==> config.mk <==
export PLATFORM = sky130hd
export DESIGN_NAME = ccu_snoop_responder
export DESIGN_NICKNAME = d
export VERILOG_FILES = /design/src/rtl/ccu_snoop_responder.sv
export SDC_FILE = /design/constraint.sdc
export NUM_CORES = 1
export LEC_CHECK = 0
export ABC_AREA = 1
export CAP_MARGIN = 20
export CORE_AREA = 8 8 131 133
export DETAILED_ROUTE_END_ITERATION = 10
export DIE_AREA = 0 0 139 141
export PLACE_DENSITY = 0.73
export SLEW_MARGIN = 10
export SYNTH_ARGS = -nofsm -noshare
export SYNTH_HDL_FRONTEND = slang
export SYNTH_SLANG_ARGS = --single-unit
==> constraint.sdc <==
create_clock -name clk_i -period 6.2 [get_ports clk_i]
set_input_delay 0.62 -clock clk_i [delete_from_list [all_inputs] [get_ports clk_i]]
set_output_delay 0.62 -clock clk_i [all_outputs]
set_load 0.005 [all_outputs]
==> src/rtl/ccu_snoop_responder.sv <==
// ACE snoop responder: takes one AC snoop, looks up the tag, answers on CR,
// streams the line on CD when data is transferred, then commits the state change.
module ccu_snoop_responder #(
    parameter int unsigned AddrWidth = 64,
    parameter int unsigned DataWidth = 64,
    parameter int unsigned LineBytes = 64
) (
    input  logic                 clk_i,
    input  logic                 rst_i,
    input  logic                 ac_valid_i,
    output logic                 ac_ready_o,
    input  logic [AddrWidth-1:0] ac_addr_i,
    input  logic [3:0]           ac_snoop_i,
    input  logic [2:0]           ac_prot_i,
    output logic                 cr_valid_o,
    input  logic                 cr_ready_i,
    output logic [4:0]           cr_resp_o,
    output logic                 cd_valid_o,
    input  logic                 cd_ready_i,
    output logic [DataWidth-1:0] cd_data_o,
    output logic                 cd_last_o,
    output logic                 lkp_valid_o,
    input  logic                 lkp_ready_i,
    output logic [AddrWidth-1:0] lkp_addr_o,
    input  logic                 lkp_rsp_valid_i,
    input  logic                 lkp_hit_i,
    input  logic                 lkp_dirty_i,
    input  logic                 lkp_unique_i,
    input  logic                 rd_valid_i,
    output logic                 rd_ready_o,
    input  logic [DataWidth-1:0] rd_data_i,
    output logic                 upd_valid_o,
    input  logic                 upd_ready_i,
    output logic [AddrWidth-1:0] upd_addr_o,
    output logic                 upd_inval_o,
    output logic                 upd_clean_o,
    output logic                 upd_shared_o
);

    localparam int unsigned DataBeats = (LineBytes * 8) / DataWidth;
    localparam int unsigned BeatW     = (DataBeats > 1) ? $clog2(DataBeats) : 1;
    localparam logic [BeatW-1:0]     LastBeat = BeatW'(DataBeats - 1);
    localparam logic [AddrWidth-1:0] LineMask = ~AddrWidth'(LineBytes - 1);

    localparam logic [3:0] ReadOnce           = 4'd0;
    localparam logic [3:0] ReadShared         = 4'd1;
    localparam logic [3:0] ReadClean          = 4'd2;
    localparam logic [3:0] ReadNotSharedDirty = 4'd3;
    localparam logic [3:0] ReadUnique         = 4'd7;
    localparam logic [3:0] CleanShared        = 4'd8;
    localparam logic [3:0] CleanInvalid       = 4'd9;
    localparam logic [3:0] MakeInvalid        = 4'd13;

    typedef enum logic [2:0] {
        IDLE, LOOKUP, WAIT_TAG, SEND_CR, SEND_CD, UPDATE
    } state_t;

    state_t               state_q, state_d;
    logic [AddrWidth-1:0] addr_q;
    logic [3:0]           snoop_q;
    logic [2:0]           prot_q;
    logic [4:0]           resp_q, resp_d;
    logic                 need_upd_q, need_upd_d;
    logic                 inval_q, inval_d;
    logic                 clean_q, clean_d;
    logic                 shared_q, shared_d;
    logic [BeatW-1:0]     beat_q;
    logic                 cd_hs;
    logic                 unused_prot;

    assign unused_prot = ^prot_q;
    assign cd_hs       = (state_q == SEND_CD) && rd_valid_i && cd_ready_i;

    // Response/update decode; resp = {WasUnique, IsShared, PassDirty, Error, DataTransfer}
    always_comb begin
        resp_d     = '0;
        need_upd_d = 1'b0;
        inval_d    = 1'b0;
        clean_d    = 1'b0;
        shared_d   = 1'b0;
        if (lkp_hit_i) begin
            case (snoop_q)
                ReadOnce: resp_d = {lkp_unique_i, 1'b1, 1'b0, 1'b0, 1'b1};
                ReadShared, ReadNotSharedDirty: begin
                    resp_d     = {lkp_unique_i, 1'b1, lkp_dirty_i, 1'b0, 1'b1};
                    need_upd_d = 1'b1;
                    shared_d   = 1'b1;
                    clean_d    = lkp_dirty_i;
                end
                ReadClean: begin
                    resp_d     = {lkp_unique_i, 1'b1, 1'b0, 1'b0, 1'b1};
                    need_upd_d = 1'b1;
                    shared_d   = 1'b1;
                end
                ReadUnique: begin
                    resp_d     = {lkp_unique_i, 1'b0, lkp_dirty_i, 1'b0, 1'b1};
                    need_upd_d = 1'b1;
                    inval_d    = 1'b1;
                end
                CleanInvalid: begin
                    resp_d     = {lkp_unique_i, 1'b0, lkp_dirty_i, 1'b0, lkp_dirty_i};
                    need_upd_d = 1'b1;
                    inval_d    = 1'b1;
                end
                CleanShared: begin
                    resp_d     = {lkp_unique_i, 1'b1, lkp_dirty_i, 1'b0, lkp_dirty_i};
                    need_upd_d = 1'b1;
                    clean_d    = 1'b1;
                    shared_d   = 1'b1;
                end
                MakeInvalid: begin
                    resp_d     = {lkp_unique_i, 1'b0, 1'b0, 1'b0, 1'b0};
                    need_upd_d = 1'b1;
                    inval_d    = 1'b1;
                end
                default: resp_d = 5'b00010;
            endcase
        end
    end

    always_ff @(posedge clk_i or posedge rst_i) begin
        if (rst_i) begin
            state_q    <= IDLE;
            addr_q     <= '0;
            snoop_q    <= '0;
            prot_q     <= '0;
            resp_q     <= '0;
            need_upd_q <= 1'b0;
            inval_q    <= 1'b0;
            clean_q    <= 1'b0;
            shared_q   <= 1'b0;
            beat_q     <= '0;
        end else begin
            state_q <= state_d;
            if (state_q == IDLE && ac_valid_i) begin
                addr_q  <= ac_addr_i;
                snoop_q <= ac_snoop_i;
                prot_q  <= ac_prot_i;
            end
            if (state_q == WAIT_TAG && lkp_rsp_valid_i) begin
                resp_q     <= resp_d;
                need_upd_q <= need_upd_d;
                inval_q    <= inval_d;
                clean_q    <= clean_d;
                shared_q   <= shared_d;
            end
            if (cd_hs) begin
                beat_q <= (beat_q == LastBeat) ? '0 : beat_q + BeatW'(1);
            end
        end
    end

    // Next state and handshake outputs; CD beats pass straight through from the cache
    always_comb begin
        state_d     = state_q;
        ac_ready_o  = 1'b0;
        lkp_valid_o = 1'b0;
        cr_valid_o  = 1'b0;
        cd_valid_o  = 1'b0;
        cd_last_o   = 1'b0;
        rd_ready_o  = 1'b0;
        upd_valid_o = 1'b0;
        case (state_q)
            IDLE: begin
                ac_ready_o = !rst_i;
                if (ac_valid_i) state_d = LOOKUP;
            end
            LOOKUP: begin
                lkp_valid_o = 1'b1;
                if (lkp_ready_i) state_d = WAIT_TAG;
            end
            WAIT_TAG: begin
                if (lkp_rsp_valid_i) state_d = SEND_CR;
            end
            SEND_CR: begin
                cr_valid_o = 1'b1;
                if (cr_ready_i) begin
                    if (resp_q[0])       state_d = SEND_CD;
                    else if (need_upd_q) state_d = UPDATE;
                    else                 state_d = IDLE;
                end
            end
            SEND_CD: begin
                cd_valid_o = rd_valid_i;
                rd_ready_o = cd_ready_i;
                cd_last_o  = (beat_q == LastBeat);
                if (cd_hs && beat_q == LastBeat) state_d = need_upd_q ? UPDATE : IDLE;
            end
            UPDATE: begin
                upd_valid_o = 1'b1;
                if (upd_ready_i) state_d = IDLE;
            end
            default: state_d = IDLE;
        endcase
    end

    assign cd_data_o    = rd_data_i;
    assign cr_resp_o    = resp_q;
    assign lkp_addr_o   = addr_q & LineMask;
    assign upd_addr_o   = addr_q & LineMask;
    assign upd_inval_o  = inval_q;
    assign upd_clean_o  = clean_q;
    assign upd_shared_o = shared_q;

endmodule

==> summary.md <==
| Metric | Value |
|---|---|
| Hold crit path type | `flop to flop` |
| Fillers | `1433` |
| # setup viols final | `0` |
| Top-count cell post-synth | `buf_4` |
| Top cell type by total area after synthesis | `dfrtp_1` |
| Post-synth top area share | `0.434` |
| Full die area | `0.0196 mm²` |
| Fin worst setup slack | `between 3 and 4 ns` |
| Area contributors post-synth | `dfrtp_1 43%, buf_4 23%, mux2_4 15%` |
| Register area share after synthesis | `0.434` |
| Final global-route overflow total | `0` |
| Final setup TNS | `0 ns` |
| Post-synth EDFFs | `0` |
| Die width | `139 µm` |
| Synth Cell Area | `0.00444 mm²` |
| Drt via density | `~4.3` |
| Register bit total from synthesis | `77` |
| Via count | `2919` |
| Cell Count, Final, Fillers Out | `678` |
| Clk slew on worst S/H paths | `0.05 ns` |
| Register area | `0.00193 mm²` |
| Core Util, Final | `0.400` |
| CTS tree | `built` |
| Mapped Cells | `398` |
| Most frequent cells after synthesis | `135 x buf_4, 77 x dfrtp_1, 44 x mux2_4` |
| CP Data Required Time | `~5.6 ns` |
| Crit. End Element | `output port` |
| Pins Over Slew Limit | `0` |
| All-Layer GR Usage | `0.120` |
| Fmax | `419 MHz` |
| Root Buffer | `clkbuf_16` |
| Pre-CTS setup slack | `2.94 ns` |
| Die Ht | `~140 µm` |
| CP Launch Type | `input port` |
| Hold WS | `0.490 ns` |
| Measured slew at the worst slew-check pin | `0.688 ns` |
| # resized after CTS | `0` |
| Port buffer count | `about 200` |
| Site Rows | `between 40 and 50` |
| DR DRC count | `0` |
| Final net count | `635` |
| CP max FO | `3` |
| RD Place Congestion | `around 0.8` |
| Distinct cells, synth | `26` |
| Global-route wire length before repair | `18.6 mm` |
| Number of global-route vias before repair | `between 3000 and 4000` |
| Htree depth | `3` |
| Status | `finished clean` |
| Later-pin clock latency in the skew report | `0.33 ns` |
| Initial drt markers | `60` |
| Share of cells above drive strength 1 | `0.176` |
| Clock Path Buffers | `2` |
| Fin crit share | `0.385` |
| Io pins | `354` |
| Top FF cell, synth | `dfrtp_1` |
| Worst vdd ir | `0.000187 V` |
| Final hold viol count | `0` |
| Lkg Pwr | `2.62 nW` |
| Number of synthesis warnings | `0` |
| Number of placed instances, taps included | `662` |
| Post-CTS Repair Setup Buffers | `0` |
| Post-Syn Area per Cell | `11.2 µm²` |
| WL final | `12.2 mm` |
| RSZ-0062 raised after global routing | `no` |
| Max-cap violations | `0` |
| Detail Route Antenna Nets | `0` |
| Area of the multi-input gates | `0.00134 mm²` |
| Clock sink total | `77` |
| Antenna cells | `0` |
| WS Path Type | `input port to output port` |
| Clk_skew | `0.00760 ns` |
| DP HPWL | `9.58 mm` |
| PwrDens | `543 mW/mm²` |
| CTS buffer count | `9` |
| Ys async rst share | `1.00` |
| Crit path arrival time | `approximately 1.8 ns` |
| Area grow syn2layout | `34.8%` |
| Initial core utilization | `0.296` |
| Core area | `0.0150 mm²` |
| Hold Buf Count CTS | `0` |
| Initial antenna violation count | `0` |
| Wire per inst | `18.0 µm` |
| Drt pass-1 iters | `4` |
| Worst rel slew slack | `0.541` |
| Largest net degree at the start of global routing | `40` |
| Min cycle time layout | `between 2 and 2.5 ns` |
path summary, 6_finish.rpt:
path,startpoint,to,slack (ns),cells after the start
setup / recovery,cd_ready_i,rd_ready_o,3.81,4
hold / removal,cr_resp_o[4],cr_resp_o[4],0.49,2
setup reg to reg,state_q[0],addr_q[39],4.12,5
hold reg to reg,cr_resp_o[4],cr_resp_o[4],0.49,2
max in group asynchronous,rst_i,state_q[1],4.47,3
min in group asynchronous,rst_i,addr_q[38],0.73,2
cells in the final DEF (no fill, tap or decap), types with 9 or more instances in the layout:
cell type | Yosys | layout
nand3_1 | 13 | 13
nand2_1 | 35 | 35
mux2_2 | 15 | 15
dfrtp_1 | 77 | 77
nor2_1 | 14 | 14
conb_1 | 1 | 12
clkbuf_16 | 0 | 9
inv_1 | 21 | 20
mux2_4 | 44 | 44
clkdlybuf4s50_1 | 0 | 204
o21ai_0 | 11 | 11
state kept, by name, indices dropped and copies added, names as in the netlist:
| signal | cells |
|---|---|
| addr_q | 58 |
| upd_inval_o | 1 |
| snoop_q | 4 |
| cr_resp_o | 5 |
| state_q | 3 |
| upd_clean_o | 1 |
| need_upd_q | 1 |
| upd_shared_o | 1 |
| beat_q | 3 |
critical path: stages:
cell and delay, ns:
clkdlybuf4s50_1 0.46, inv_1 0.07, nor2_1 0.10, clkdlybuf4s50_1 0.51
per-stage QoR:
| stage | instance area (µm²) | power (mW) |
|---|---|---|
| floorplan | 4480 | 1.97 |
| global placement | 5650 | 2.67 |
| detailed placement | 5650 | 2.71 |
| CTS | 5970 | 3.31 |
| global route | 5990 | 3.45 |
| finish | 5990 | 3.25 |
final cells by class:
class	instances	share of cell area
clock inverter	4	0.0121
clock buffer	11	0.0406
inverter	23	0.0146
multi-input combinational	168	0.224
sequential	77	0.322
tap	188	0.0393
timing repair buffer	207	0.347
kinds of logic (layout without fill, tap and decap cells):
| logic type | after synthesis | in the layout | synth area share |
|---|---|---|---|
| compound gates | 17 | 17 | 0.0206 |
| mux | 59 | 59 | 0.187 |
| fa+ha+maj | 2 | 2 | 0.00563 |
| simple gates | 78 | 78 | 0.0795 |
| buf+inv | 164 | 245 | 0.273 |
| other cells | 1 | 12 | 0.000844 |
| flops | 77 | 77 | 0.434 |
routing by layer:
| layer | share of wire | global-route usage | up-vias |
|---|---|---|---|
| met5 | 0 | 0 | - |
| met4 | 0.023 | 0.0618 | 0 |
| met3 | 0.087 | 0.0496 | 40 |
| met2 | 0.52 | 0.211 | 143 |
| met1 | 0.37 | 0.122 | 1419 |
| li1 | - | - | 1317 |
report_power, final:
group | internal (mW) | switching [mW] | total, mW
Sequential | 0.759 | 0.222 | 0.981
Combinational | 1.13 | 0.572 | 1.71
Clock | 0.361 | 0.199 | 0.560
Note: power is estimated with default switching activity, not from simulation.
